`src/rtl/pgm_sound_mailbox.sv`:
```
// 68k <-> Z80 sound mailbox: per-channel command/reply latches with NMI pulse generator.
// Define PGM_MBOX_FIFO_EN to turn the channel-0 command latch into a FIFO_DEPTH-entry FIFO.
module pgm_sound_mailbox #(
    parameter int unsigned NUM_CH     = 3,
    parameter int unsigned DATA_W     = 8,
    parameter int unsigned FIFO_DEPTH = 4,
    parameter int unsigned NMI_LEN    = 4,
    localparam int unsigned CH_W      = (NUM_CH > 1) ? $clog2(NUM_CH) : 1
) (
    input  logic              fixed_20m_clk,
    input  logic              reset_n,
    input  logic              m_wr,
    input  logic              m_rd,
    input  logic [CH_W-1:0]   m_ch,
    input  logic [DATA_W-1:0] m_din,
    output logic [DATA_W-1:0] m_dout,
    output logic [NUM_CH-1:0] m_status,
    output logic [NUM_CH-1:0] m_ovf,
    input  logic              m_ovf_clr,
    input  logic              z_wr,
    input  logic              z_rd,
    input  logic [CH_W-1:0]   z_ch,
    input  logic [DATA_W-1:0] z_din,
    output logic [DATA_W-1:0] z_dout,
    output logic [NUM_CH-1:0] z_status,
    output logic              z_nmi_n
);

    typedef enum logic [1:0] {StIdle, StPulse, StGap} nmi_state_e;

    logic [DATA_W-1:0] cmd_q [NUM_CH];
    logic [DATA_W-1:0] cmd_d [NUM_CH];
    logic [DATA_W-1:0] rep_q [NUM_CH];
    logic [DATA_W-1:0] rep_d [NUM_CH];
    logic [NUM_CH-1:0] z_status_q, z_status_d;
    logic [NUM_CH-1:0] m_status_q, m_status_d;
    logic [NUM_CH-1:0] m_ovf_q, m_ovf_d, ovf_base;
    logic [DATA_W-1:0] m_dout_q, m_dout_d;
    logic [DATA_W-1:0] z_dout_q, z_dout_d;

    logic              m_ch_ok;
    logic              z_ch_ok;
    logic [DATA_W-1:0] cmd_sel;
    logic [DATA_W-1:0] rep_sel;
    logic              m_wr_acc;

    nmi_state_e        state_q, state_d;
    logic [3:0]        nmi_cnt_q, nmi_cnt_d;
    logic              nmi_pend_q, nmi_pend_d;

    // Out-of-range channels read back as all ones.
    always_comb begin
        m_ch_ok = 32'(m_ch) < NUM_CH;
        z_ch_ok = 32'(z_ch) < NUM_CH;
        cmd_sel = '1;
        rep_sel = '1;
        for (int i = 0; i < NUM_CH; i++) begin
            if (32'(z_ch) == i) cmd_sel = cmd_q[i];
            if (32'(m_ch) == i) rep_sel = rep_q[i];
        end
    end

`ifdef PGM_MBOX_FIFO_EN
    localparam int unsigned PTR_W = (FIFO_DEPTH > 1) ? $clog2(FIFO_DEPTH) : 1;
    localparam int unsigned CNT_W = PTR_W + 1;

    logic [DATA_W-1:0] fifo_q [FIFO_DEPTH];
    logic [PTR_W-1:0]  wr_ptr_q;
    logic [PTR_W-1:0]  rd_ptr_q;
    logic [CNT_W-1:0]  fifo_cnt_q;
    logic              fifo_full;
    logic              fifo_empty;
    logic              fifo_push;
    logic              fifo_pop;

    // A pop in the same cycle frees the slot, so a write to a full FIFO still lands.
    always_comb begin
        fifo_full  = fifo_cnt_q == CNT_W'(FIFO_DEPTH);
        fifo_empty = fifo_cnt_q == '0;
        fifo_pop   = z_rd && (z_ch == '0) && !fifo_empty;
        fifo_push  = m_wr && (m_ch == '0) && (!fifo_full || fifo_pop);
    end

    always_ff @(posedge fixed_20m_clk) begin
        if (!reset_n) begin
            for (int i = 0; i < FIFO_DEPTH; i++) fifo_q[i] <= '0;
            wr_ptr_q   <= '0;
            rd_ptr_q   <= '0;
            fifo_cnt_q <= '0;
        end else begin
            if (fifo_push) begin
                fifo_q[wr_ptr_q] <= m_din;
                wr_ptr_q         <= wr_ptr_q + 1'b1;
            end
            if (fifo_pop) rd_ptr_q <= rd_ptr_q + 1'b1;
            case ({fifo_push, fifo_pop})
                2'b10:   fifo_cnt_q <= fifo_cnt_q + 1'b1;
                2'b01:   fifo_cnt_q <= fifo_cnt_q - 1'b1;
                default: fifo_cnt_q <= fifo_cnt_q;
            endcase
        end
    end
`endif

    always_comb begin
        m_wr_acc = m_wr && m_ch_ok;
`ifdef PGM_MBOX_FIFO_EN
        if (m_ch == '0) m_wr_acc = fifo_push;
`endif
    end

    // Latch next state: reads take the old contents, a same-cycle write leaves the flag set.
    always_comb begin
        cmd_d      = cmd_q;
        rep_d      = rep_q;
        z_status_d = z_status_q;
        m_status_d = m_status_q;
        ovf_base   = m_ovf_clr ? '0 : m_ovf_q;
        m_ovf_d    = ovf_base;
        m_dout_d   = m_dout_q;
        z_dout_d   = z_dout_q;

        if (z_rd) z_dout_d = cmd_sel;
        if (m_rd) m_dout_d = rep_sel;

        for (int i = 0; i < NUM_CH; i++) begin
            if (z_rd && z_ch_ok && 32'(z_ch) == i) z_status_d[i] = 1'b0;
            if (m_rd && m_ch_ok && 32'(m_ch) == i) m_status_d[i] = 1'b0;
            if (m_wr && m_ch_ok && 32'(m_ch) == i) begin
                cmd_d[i]      = m_din;
                z_status_d[i] = 1'b1;
                if (z_status_q[i]) m_ovf_d[i] = 1'b1;
            end
            if (z_wr && z_ch_ok && 32'(z_ch) == i) begin
                rep_d[i]      = z_din;
                m_status_d[i] = 1'b1;
            end
        end

`ifdef PGM_MBOX_FIFO_EN
        cmd_d[0]      = '0;
        z_status_d[0] = 1'b0;
        m_ovf_d[0]    = ovf_base[0] | (m_wr && (m_ch == '0) && fifo_full && !fifo_pop);
        if (z_rd && (z_ch == '0)) z_dout_d = fifo_pop ? fifo_q[rd_ptr_q] : z_dout_q;
`endif
    end

    always_ff @(posedge fixed_20m_clk) begin
        if (!reset_n) begin
            for (int i = 0; i < NUM_CH; i++) begin
                cmd_q[i] <= '0;
                rep_q[i] <= '0;
            end
            z_status_q <= '0;
            m_status_q <= '0;
            m_ovf_q    <= '0;
            m_dout_q   <= '0;
            z_dout_q   <= '0;
        end else begin
            cmd_q      <= cmd_d;
            rep_q      <= rep_d;
            z_status_q <= z_status_d;
            m_status_q <= m_status_d;
            m_ovf_q    <= m_ovf_d;
            m_dout_q   <= m_dout_d;
            z_dout_q   <= z_dout_d;
        end
    end

    // NMI state register
    always_ff @(posedge fixed_20m_clk) begin
        if (!reset_n) begin
            state_q    <= StIdle;
            nmi_cnt_q  <= '0;
            nmi_pend_q <= 1'b0;
        end else begin
            state_q    <= state_d;
            nmi_cnt_q  <= nmi_cnt_d;
            nmi_pend_q <= nmi_pend_d;
        end
    end

    // NMI next state; writes during PULSE/GAP coalesce into one follow-up pulse.
    always_comb begin
        state_d    = state_q;
        nmi_cnt_d  = nmi_cnt_q;
        nmi_pend_d = nmi_pend_q;
        unique case (state_q)
            StIdle: begin
                if (m_wr_acc) begin
                    state_d   = StPulse;
                    nmi_cnt_d = '0;
                end
            end
            StPulse: begin
                if (m_wr_acc) nmi_pend_d = 1'b1;
                if (nmi_cnt_q == 4'(NMI_LEN - 1)) begin
                    state_d   = StGap;
                    nmi_cnt_d = '0;
                end else begin
                    nmi_cnt_d = nmi_cnt_q + 1'b1;
                end
            end
            StGap: begin
                if (m_wr_acc) nmi_pend_d = 1'b1;
                if (nmi_cnt_q == 4'd1) begin
                    nmi_cnt_d = '0;
                    if (nmi_pend_q || m_wr_acc) begin
                        state_d    = StPulse;
                        nmi_pend_d = 1'b0;
                    end else begin
                        state_d = StIdle;
                    end
                end else begin
                    nmi_cnt_d = nmi_cnt_q + 1'b1;
                end
            end
            default: begin
                state_d    = StIdle;
                nmi_cnt_d  = '0;
                nmi_pend_d = 1'b0;
            end
        endcase
    end

    // Outputs
    always_comb begin
        z_nmi_n  = (state_q != StPulse);
        z_status = z_status_q;
`ifdef PGM_MBOX_FIFO_EN
        z_status[0] = !fifo_empty;
`endif
        m_status = m_status_q;
        m_ovf    = m_ovf_q;
        m_dout   = m_dout_q;
        z_dout   = z_dout_q;
    end

endmodule

```
`config.mk`:
```
export PLATFORM = sky130hd
export DESIGN_NAME = pgm_sound_mailbox
export DESIGN_NICKNAME = d
export VERILOG_FILES = /design/src/rtl/pgm_sound_mailbox.sv
export SDC_FILE = /design/constraint.sdc
export NUM_CORES = 1
export LEC_CHECK = 0
export ABC_CLOCK_PERIOD_IN_PS = 1430
export BUFFER_PORTS_ARGS = -buffer_cell sky130_fd_sc_hd__buf_4
export CORE_MARGIN = 2
export CORE_UTILIZATION = 41
export CTS_BUF_LIST = sky130_fd_sc_hd__clkbuf_16
export CTS_CLUSTER_SIZE = 40
export DETAILED_ROUTE_END_ITERATION = 10
export GPL_TIMING_DRIVEN = 0
export MAX_ROUTING_LAYER = met4
export RECOVER_POWER = 50
export SYNTH_ARGS = -nofsm -noshare
export SYNTH_HDL_FRONTEND = slang
export SYNTH_SLANG_ARGS = --single-unit
```
`constraint.sdc`:
```
create_clock -name fixed_20m_clk -period 1.43 [get_ports fixed_20m_clk]
set_input_delay 0.0715 -clock fixed_20m_clk [delete_from_list [all_inputs] [get_ports fixed_20m_clk]]
set_output_delay 0.0715 -clock fixed_20m_clk [all_outputs]
set_load 0.005 [all_outputs]
```
==> metrics.md, run 1 <==
| Metric | Value |
|---|---|
| Status | `complete, but fails checks` |
| Failing checks | `negative setup slack` |
| Drt wl/cell | `16.50 um` |
| Die H | `96.34 um` |
| Clock Latency Late Sink | `0.34 ns` |
| CTS tree | `yes` |
| Total gr overflow | `0` |
| Fraction of registers with async set/reset | `0%` |
| Initial DRC count | `128` |
| CTS max path bufs | `2` |
| Achievable Freq | `661.5 MHz` |
| Most frequent cells in the layout | `dfxtp_1, nor2_1, mux2i_1` |
| First-pass GRT wire length | `14480 um` |
| Max cap viols | `0` |
| Clock transition at the registers of the reported paths | `0.06 ns` |
| Hold EP | `rep_q[9]$_SDFFE_PN0P_` |
| Seq cells post-synth | `80` |
| Chip Width | `96.34 um` |
| LEAKAGE | `2.000 nW` |
| Worst setup SP type | `register` |
| Setup-failing EPs final | `4` |
| Inst Count DP | `511` |
| Clock root cell | `clkbuf_16` |
| Worst Max-Slew Pin Slew | `0.5857 ns` |
| Cell row count | `33` |
| Layout Cells excl Fill | `549` |
| Synth top area cells | `dfxtp_1, mux2i_1, nor2_1, mux2_2, o221ai_1` |
| Final hold vios | `0` |
| Period utilization | `105.7%` |
| Synth top area share | `45.81%` |
| Total routed wirelength | `9059 um` |
| Setup_tns | `-0.1728 ns` |
| Post-synth top flop | `dfxtp_1` |
| R2r startpoint | `state_q[1]$_SDFFE_PN0P_` |
| N_diodes | `0` |
| Rel. slew slack | `60.95%` |
| Crit. End Element | `register` |
| Initial antenna violation count | `0` |
| Nets | `473` |
| Layout area overhead | `31.75%` |
| Port Buffers | `51` |
| Worst R2R Setup Slack | `-0.08 ns` |
| Top Ports | `53` |
| Share of cells above drive strength 1 | `27.93%` |
| Hold Crit Class | `input port to register` |
| Hold_ws | `0.007777 ns` |
| Syn Area/Cell | `9.847 sq um` |
| Post-synth cell types | `46` |
| Seq/Total Area, Yosys | `45.81%` |
| Post-Syn Area | `3496 sq um` |
| WP data arrival | `1.75 ns` |
| Area of the core | `8258 sq um` |
| Setup Skew | `0.008155 ns` |
| Post-Syn Instances | `355` |
| Worst Path Required | `1.67 ns` |
| Peak supply drop | `0.6050 mV` |
| # DRC | `0` |
| Worst Path Max Fanout | `5` |
| EDFF count, synth | `0` |
| H-tree levels | `3` |
| Drt first pass iters | `4` |
| Final ANT Viol Nets | `0` |
| Max Slew Vio Count | `0` |
| Clk sinks | `80` |
| Worst Min Path Start | `z_din[1]` |
| Initial core utilization | `42.33%` |
| RR Endpoint | `state_q[0]$_SDFFE_PN0P_` |
| PnR Total Power | `0.006298 W` |
| RSZ-0062 raised after global routing | `yes` |
| Syn Nets | `389` |
| YS warnings | `0` |
| Commonest non-fill, non-tap cell in the layout | `dfxtp_1` |
| Vias in the first global route | `2805` |
| Critical path class | `register to register` |
| Path depth of the worst reg2reg path | `5` |
| Largest net degree at the start of global routing | `15` |
| RD Place Congestion | `0.8211` |
| Die footprint | `9281 sq um` |
| Fin worst setup slack | `-0.08182 ns` |
| CTS Buf Count | `9` |
| Tmin final | `1.512 ns` |
| Via total after detailed routing | `2925` |
| DP HPWL | `6040 um` |
| Mean number of vias per cell | `5.328` |
| Pwr dens | `1368 nW/um^2` |
| Synth area leader | `dfxtp_1` |
| WHS Path Cells | `3` |
| GRT Total Usage | `21.32%` |
-- routing by layer --
metal | track usage [%] | part of all wire [%]
met1 | 27.90 | 47
met5 | - | 0
met3 | 3.367 | 4.2
met4 | 8.333 | 1.3
met2 | 33.10 | 47
-- state kept, by name (all words and copies together), names as in the netlist --
register    count
rep_q          24
z_dout          8
nmi_cnt_q       4
cmd_q          24
m_ovf           3
z_status        3
state_q         2
nmi_pend_q      1
m_dout          8
m_status        3
-- cell usage after synthesis, types with 3 or more instances --
library cell  instances
dfxtp_1              80
o221ai_1             16
mux2_2               16
buf_4                 4
nor2b_1               3
nand3b_1              6
nand2b_1              3
inv_1                10
nand2_1              20
a21oi_1              25
buf_2                 7
clkbuf_1             12
nor2_1               56
mux2i_1              48
ha_1                  7
-- metrics by stage --
stage               utilization [%]  worst slack, ns  cell area, sq um
finish                        55.77         -0.08182              4606
global route                  55.77          -0.1273              4606
CTS                           55.26         -0.08590              4563
detailed placement            49.17          -0.2162              4060
global placement              49.17          -0.2481              4060
floorplan                         -         -0.03458              3546
-- cells by family after synthesis --
logic type	synth area share (%)
simple gates	14.07
flops	45.81
mux	18.90
compound gates	13.64
buf+inv	5.082
fa+ha+maj	2.505
-- worst max-delay path, stage by stage (launching register included) --
cell and delay (ns):
dfxtp_4 0.38, inv_4 0.05, ha_4 0.17, o22a_4 0.24, or3_4 0.34, o32ai_2 0.25
-- what timing repair did --
item,CTS,global route
endpoints found under the hold margin,25,0
buffers inserted,3,6
gates resized for setup,10,2
pin swaps,4,3
hold buffers,14,0
endpoints found under the setup margin,5,6
-- layout make-up --
type	count	area [sq um]
inverter	12	50.05
buffer	24	123.9
clock buffer	9	225.2
fill	753	3652
clock inverter	7	70.07
multi-input combinational	238	1810
tap	105	131.4
sequential	80	1612
timing repair buffer	74	583.1
-- worst max path at each step --
stage / slack (ns) / startpoint / endpoint / depth (start not counted)
after floorplan: -0.03 / state_q[1]$_SDFFE_PN0P_ / state_q[0]$_SDFFE_PN0P_ / 5
after global placement: -0.25 / state_q[1]$_SDFFE_PN0P_ / nmi_cnt_q[0]$_SDFFE_PN0P_ / 5
after detailed placement: -0.22 / state_q[1]$_SDFFE_PN0P_ / nmi_cnt_q[0]$_SDFFE_PN0P_ / 5
after CTS: -0.09 / state_q[1]$_SDFFE_PN0P_ / state_q[0]$_SDFFE_PN0P_ / 5
after global routing: -0.13 / state_q[1]$_SDFFE_PN0P_ / state_q[0]$_SDFFE_PN0P_ / 5
final: -0.08 / state_q[1]$_SDFFE_PN0P_ / state_q[0]$_SDFFE_PN0P_ / 5
-- where the power goes --
| part | internal (W) | total, W | switching [W] |
|---|---|---|---|
| Combinational | 0.000801 | 0.00154 | 0.000740 |
| Clock | 0.00135 | 0.00228 | 0.000935 |
| Sequential | 0.00237 | 0.00247 | 0.000104 |
(Power assumes the default switching activity.)
==> run 2, diff against run 1 <==
- HOLD_SLACK_MARGIN: not set -> 0.03
==> run 2 against run 1 <==
Against the previous run:
- the run still ends with negative setup slack left
- routed wire length is 0.52% higher
- critical path depth is the same
- register-to-register slack about the same
- clock skew is 0.00082 ns higher
- cell area rose by 0.43%
- sequential power about the same
- largest cell class unchanged
- highest routed layer unchanged
==> metrics.md, run 2 (synthesis results as in run 1) <==
| Metric | Value |
|---|---|
| Top Ports | `53 (unchanged)` |
| Fin worst setup slack | `-0.08340 ns (-0.001577 ns)` |
| Most frequent cells in the layout | `dfxtp_1, nor2_1, mux2i_1` |
| Vias in the first global route | `2814 (+0.32%)` |
| Chip Width | `96.34 um (unchanged)` |
| Area of the core | `8258 sq um (unchanged)` |
| Clock transition at the registers of the reported paths | `0.06 ns (about the same)` |
| Tmin final | `1.513 ns (+0.001577 ns)` |
| Final hold vios | `0 (unchanged)` |
| Largest registers | `cmd_q (24), rep_q (24)` |
| RD Place Congestion | `0.8211 (unchanged)` |
| DP HPWL | `6040 um (unchanged)` |
| # DRC | `0 (unchanged)` |
| Rel. slew slack | `61.00% (about the same)` |
| N_diodes | `0 (unchanged)` |
| Clock root cell | `clkbuf_16` |
| Pre-CTS WS | `-0.2162 ns (unchanged)` |
| Initial antenna violation count | `0 (unchanged)` |
| Worst Max-Slew Pin Slew | `0.5849 ns (-0.0007793 ns)` |
| Failing checks | `negative setup slack` |
| Commonest non-fill, non-tap cell in the layout | `dfxtp_1` |
| Max Slew Vio Count | `0 (unchanged)` |
| H-tree levels | `3 (unchanged)` |
| Initial core utilization | `42.33% (unchanged)` |
| Achievable Freq | `660.8 MHz (-0.10%)` |
| Path depth of the worst reg2reg path | `5 (unchanged)` |
| Status | `complete, but fails checks` |
| Hold_ws | `0.03099 ns (+0.02321 ns)` |
| Worst Path Required | `1.67 ns (about the same)` |
| Drt first pass iters | `4 (unchanged)` |
| Final ANT Viol Nets | `0 (unchanged)` |
| LEAKAGE | `2.008 nW (+0.42%)` |
| Nets | `475 (+0.42%)` |
| Via total after detailed routing | `2902 (-0.79%)` |
| Die footprint | `9281 sq um (unchanged)` |
| Setup-failing EPs final | `4 (unchanged)` |
| PnR Total Power | `0.006313 W (+0.23%)` |
| Critical path class | `register to register` |
| Total routed wirelength | `9106 um (+0.52%)` |
| RSZ-0062 raised after global routing | `yes` |
| Cell row count | `33 (unchanged)` |
| Pwr dens | `1365 nW/um^2 (-0.20%)` |
| Layout area overhead | `32.32%` |
| CTS Buf Count | `9 (unchanged)` |
| CTS tree | `yes` |
| WP data arrival | `1.75 ns (about the same)` |
| Peak supply drop | `0.6088 mV (+0.64%)` |
| Worst setup SP type | `register` |
| R2r startpoint | `state_q[1]$_SDFFE_PN0P_` |
| CTS max path bufs | `2 (unchanged)` |
| WHS Path Cells | `3 (unchanged)` |
| First-pass GRT wire length | `14550 um (+0.48%)` |
| Drt wl/cell | `16.53 um (+0.15%)` |
| Worst Min Path Start | `m_ovf_clr` |
| Crit. End Element | `register` |
| Total gr overflow | `0 (unchanged)` |
| Clock Latency Late Sink | `0.34 ns (about the same)` |
| Share of cells above drive strength 1 | `27.80% (-0.13 points)` |
| Initial DRC count | `131 (+2.3%)` |
| Hold Crit Class | `input port to register` |
| Die H | `96.34 um (unchanged)` |
| Worst R2R Setup Slack | `-0.08 ns (about the same)` |
| Hold EP | `m_ovf[1]$_SDFF_PN0_` |
| Clk sinks | `80 (unchanged)` |
| Mean number of vias per cell | `5.267 (-1.1%)` |
| Period utilization | `105.8% (+0.11 points)` |
| Worst Path Max Fanout | `5 (unchanged)` |
| Max cap viols | `0 (unchanged)` |
| GRT Total Usage | `21.39% (+0.071 points)` |
| Largest net degree at the start of global routing | `15 (unchanged)` |
| Port Buffers | `51 (unchanged)` |
| Setup Skew | `0.008978 ns (+0.0008224 ns)` |
| RR Endpoint | `state_q[0]$_SDFFE_PN0P_` |
-- run 2: changes by cell type in the layout (fill, tap and decap cells not counted), sizes merged --
cell	delta
dlygate4sd3	+2
-- run 2: metal layers --
layer | share of wire, % | wire (um) | up-vias | track usage [%]
met4 | 1.5 | 136 | 0 | 8.333
met5 | 0 | 0 | - | -
met3 | 3.8 | 344 | 11 | 3.367
met2 | 47 | 4248 | 56 | 33.04
met1 | 48 | 4376 | 1401 | 28.16
li1 | - | - | 1434 | -
-- run 2: final cells by class --
type,instances,area [sq um]
tap,105,131.4
multi-input combinational,238,1810
inverter,12,50.05
clock buffer,9,225.2
timing repair buffer,76,603.1
fill,750,3632
sequential,80,1612
clock inverter,7,70.07
buffer,24,123.9
-- run 2: worst max-delay path by stage --
| stage | startpoint | slack, ns | to | cells after the start |
|---|---|---|---|---|
| after floorplan | state_q[1]$_SDFFE_PN0P_ | -0.03 | state_q[0]$_SDFFE_PN0P_ | 5 |
| after global placement | state_q[1]$_SDFFE_PN0P_ | -0.25 | nmi_cnt_q[0]$_SDFFE_PN0P_ | 5 |
| after detailed placement | state_q[1]$_SDFFE_PN0P_ | -0.22 | nmi_cnt_q[0]$_SDFFE_PN0P_ | 5 |
| after CTS | state_q[1]$_SDFFE_PN0P_ | -0.09 | state_q[0]$_SDFFE_PN0P_ | 5 |
| after global routing | state_q[1]$_SDFFE_PN0P_ | -0.13 | state_q[0]$_SDFFE_PN0P_ | 5 |
| final | state_q[1]$_SDFFE_PN0P_ | -0.08 | state_q[0]$_SDFFE_PN0P_ | 5 |
-- run 2: report_power, final --
part	switching (W)	internal, W
sequential	0.000104	0.00237
combinational	0.000743	0.000805
clock	0.000942	0.00135
-- run 2: repair_timing --
| action | 4_1_cts | 5_1_grt |
|---|---|---|
| setup buffers | 3 | 6 |
| endpoints found under the hold margin | 47 | 0 |
| cloned | 0 | 0 |
| endpoints found under the setup margin | 5 | 6 |
| resized for setup | 10 | 2 |
| pin swaps | 4 | 3 |
| hold buffers | 16 | 0 |
-- run 2: worst max-delay path, cell delays in order (launching register included) --
cell and delay [ns]:
dfxtp_4 0.38, inv_4 0.05, ha_4 0.17, o22a_4 0.24, or3_4 0.34, o32ai_2 0.25
-- run 2: stage by stage --
step	setup TNS [ns]	cell area, sq um	instances	util (%)
after floorplan	-0.03458	3546	355	-
after global placement	-4.357	4060	511	49.17
after detailed placement	-5.141	4060	511	49.17
after CTS	-0.2370	4583	545	55.50
after global routing	-0.4135	4626	551	56.02
final	-0.1798	4626	551	56.02
==> run 3, diff against run 2 <==
- CELL_PAD_IN_SITES_DETAIL_PLACEMENT: not set -> 0
- CELL_PAD_IN_SITES_GLOBAL_PLACEMENT: not set -> 2
- CORE_UTILIZATION: 41 -> 32
- PLACE_DENSITY_LB_ADDON: not set -> 0.1
==> run 3 against run 2 <==
Against the previous run:
- the flow still finishes with violations (negative setup slack)
- cell area increased by 0.59%
- via count decreased by 1.3%
- maximum frequency increased by 1.7%
- sequential cell count unchanged
- die area increased by 27%
- highest routed layer unchanged
==> metrics.md, run 3 (synthesis results as in run 1) <==
| Metric | Value |
|---|---|
| Met3 WL | `360 um (+4.7%)` |
| P_sw | `0.001722 W (-3.8%)` |
| Hold_ws | `0.05468 ns (+0.02369 ns)` |
| Share of cells above drive strength 1 | `26.97% (-0.84 points)` |
| Register area | `1612 sq um (unchanged)` |
| Critical path class | `register to register` |
| RSZ-0062 raised after global routing | `yes` |
| RD Place Congestion | `0.7441 (-9.4%)` |
| Die H | `108.5 um (+13%)` |
| Setup_tns | `-0.07396 ns (+0.1058 ns)` |
| Total gr overflow | `0 (unchanged)` |
| Hold Crit Class | `input port to register` |
| Mean number of vias per cell | `4.896 (-7.0%)` |
| Drt wl/cell | `16.09 um (-2.6%)` |
| Gate power share | `24.1% (-0.4 points)` |
| Status | `complete, but fails checks` |
| Util after Layout | `43.30% (-13 points)` |
| CTS tree | `yes` |
| Layout area overhead | `33.11%` |
| Initial antenna violation count | `0 (unchanged)` |
| FILL cells | `1119 (+49%)` |
| Max cap viols | `0 (unchanged)` |
| WP data arrival | `1.73 ns (-0.02 ns)` |
| CTS Buf Count | `9 (unchanged)` |
| # DRC | `0 (unchanged)` |
| N_diodes | `0 (unchanged)` |
| Vias in the first global route | `2835 (+0.75%)` |
| LEAKAGE | `2.018 nW (+0.48%)` |
| Largest net degree at the start of global routing | `13 (-2)` |
| Commonest non-fill, non-tap cell in the layout | `dfxtp_1` |
| Max Slew Vio Count | `0 (unchanged)` |
| Sw Share | `27.90% (-0.44 points)` |
| Cell row count | `38 (+15%)` |
| Path depth of the worst reg2reg path | `5 (unchanged)` |
| Initial DRC count | `96 (-27%)` |
| Top layer reached by signal wires | `met4` |
| Worst Max-Slew Pin Slew | `0.6389 ns (+0.05393 ns)` |
| Via total after detailed routing | `2864 (-1.3%)` |
| CTS max path bufs | `2 (unchanged)` |
| Crit. End Element | `register` |
| Top Ports | `53 (unchanged)` |
| Rel. slew slack | `57.41% (-3.6 points)` |
| Final hold vios | `0 (unchanged)` |
| Worst setup SP type | `register` |
| Period utilization | `104.1% (-1.7 points)` |
| GRT Total Usage | `17.50% (-3.9 points)` |
| Cell Int Power | `0.004448 W (-1.7%)` |
| Chip Width | `108.5 um (+13%)` |
| Peak supply drop | `0.7578 mV (+24%)` |
| Port Buffers | `51 (unchanged)` |
| Worst Path Max Fanout | `5 (unchanged)` |
| Clock transition at the registers of the reported paths | `0.06 ns (about the same)` |
| Met2 wire length | `4459 um (+5.0%)` |
| Nets | `474 (-0.21%)` |
| Setup Skew | `0.004817 ns (-0.004161 ns)` |
| Clock power share | `35.9% (-0.4 points)` |
| Fin worst setup slack | `-0.05879 ns (+0.02462 ns)` |
| Clock Latency Late Sink | `0.34 ns (about the same)` |
| Clock root cell | `clkbuf_16` |
| Initial core utilization | `32.53% (-9.8 points)` |
| Final ANT Viol Nets | `0 (unchanged)` |
| Pwr dens | `1326 nW/um^2 (-2.8%)` |
| M1 wire length | `4494 um (+2.7%)` |
| Die footprint | `11780 sq um (+27%)` |
| Total routed wirelength | `9412 um (+3.4%)` |
| Tmin final | `1.489 ns (-0.02462 ns)` |
| Failing checks | `negative setup slack` |
| WHS Path Cells | `3 (unchanged)` |
| First-pass GRT wire length | `15010 um (+3.1%)` |
| Area of the core | `10750 sq um (+30%)` |
| Largest registers | `cmd_q (24), rep_q (24)` |
| Clk sinks | `80 (unchanged)` |
| Area of the multi-input gates | `1810 sq um (unchanged)` |
| Most frequent cells in the layout | `dfxtp_1, nor2_1, mux2i_1` |
| H-tree levels | `3 (unchanged)` |
| Worst Path Required | `1.67 ns (about the same)` |
| Achievable Freq | `671.7 MHz (+1.7%)` |
| DP HPWL | `6310 um (+4.5%)` |
| Setup-failing EPs final | `2 (-2)` |
| Seq pwr share | `40.1% (+0.9 points)` |
| Drt first pass iters | `4 (unchanged)` |
==> run 3: final timing paths <==
| path | from | endpoint | slack (ns) |
|---|---|---|---|
| max | state_q[1]$_SDFFE_PN0P_ | state_q[0]$_SDFFE_PN0P_ | -0.06 |
| max reg2reg | state_q[1]$_SDFFE_PN0P_ | state_q[0]$_SDFFE_PN0P_ | -0.06 |
| min reg2reg | m_dout[0]$_SDFFE_PN0P_ | m_dout[0]$_SDFFE_PN0P_ | 0.46 |
| min | m_wr | m_ovf[1]$_SDFF_PN0_ | 0.05 |
==> run 3: cell type report <==
cell class / instances / share of cell area, %
multi-input cells: 238 / 38.91
flip-flops and latches: 80 / 34.63
repair buffers: 75 / 12.93
clock buffers: 9 / 4.840
well taps: 140 / 3.764
plain buffers: 24 / 2.662
clock inverters: 7 / 1.183
inverters: 12 / 1.076
==> run 3: worst max-delay path, cell delays in order, from the launching register on <==
cell and delay (ns):
dfxtp_4 0.38, inv_4 0.05, ha_4 0.17, o22a_4 0.23
or3_4 0.33, o32ai_2 0.24
==> run 3: timing repair <==
item	in CTS	in global routing
hold endpoints to repair	49	0
hold buffers	17	0
cloned	0	0
setup buffers	7	0
endpoints found under the setup margin	7	7
pin swaps	8	0
gates resized for setup	11	3
==> run 3: power by group through the flow <==
| stage | sequential [W] | clock, W | combinational, W |
|---|---|---|---|
| 2_1_floorplan | 0.00249 | 0 | 0.000855 |
| 3_3_place_gp | 0.00250 | 0 | 0.00125 |
| 3_5_place_dp | 0.00250 | 0 | 0.00123 |
| 4_1_cts | 0.00247 | 0.00228 | 0.00148 |
| 5_1_grt | 0.00249 | 0.00238 | 0.00164 |
| 6_report | 0.00247 | 0.00221 | 0.00149 |
==> run 3: through the flow <==
stage	power, W	setup WS, ns	cell area [sq um]	cells
finish	0.006170	-0.05879	4653	585
global route	0.006504	-0.08194	4653	585
CTS	0.006233	-0.05048	4654	585
detailed placement	0.003727	-0.2585	4104	546
global placement	0.003748	-0.2305	4104	546
floorplan	0.003340	-0.03458	3546	355
==> run 3: per-layer routing <==
metal  vias to the layer above  global-route usage, %
met5                         -                      -
met4                         0                  4.670
met3                        13                  4.581
met2                        54                  27.32
met1                      1364                  22.44
li1                       1433                      -
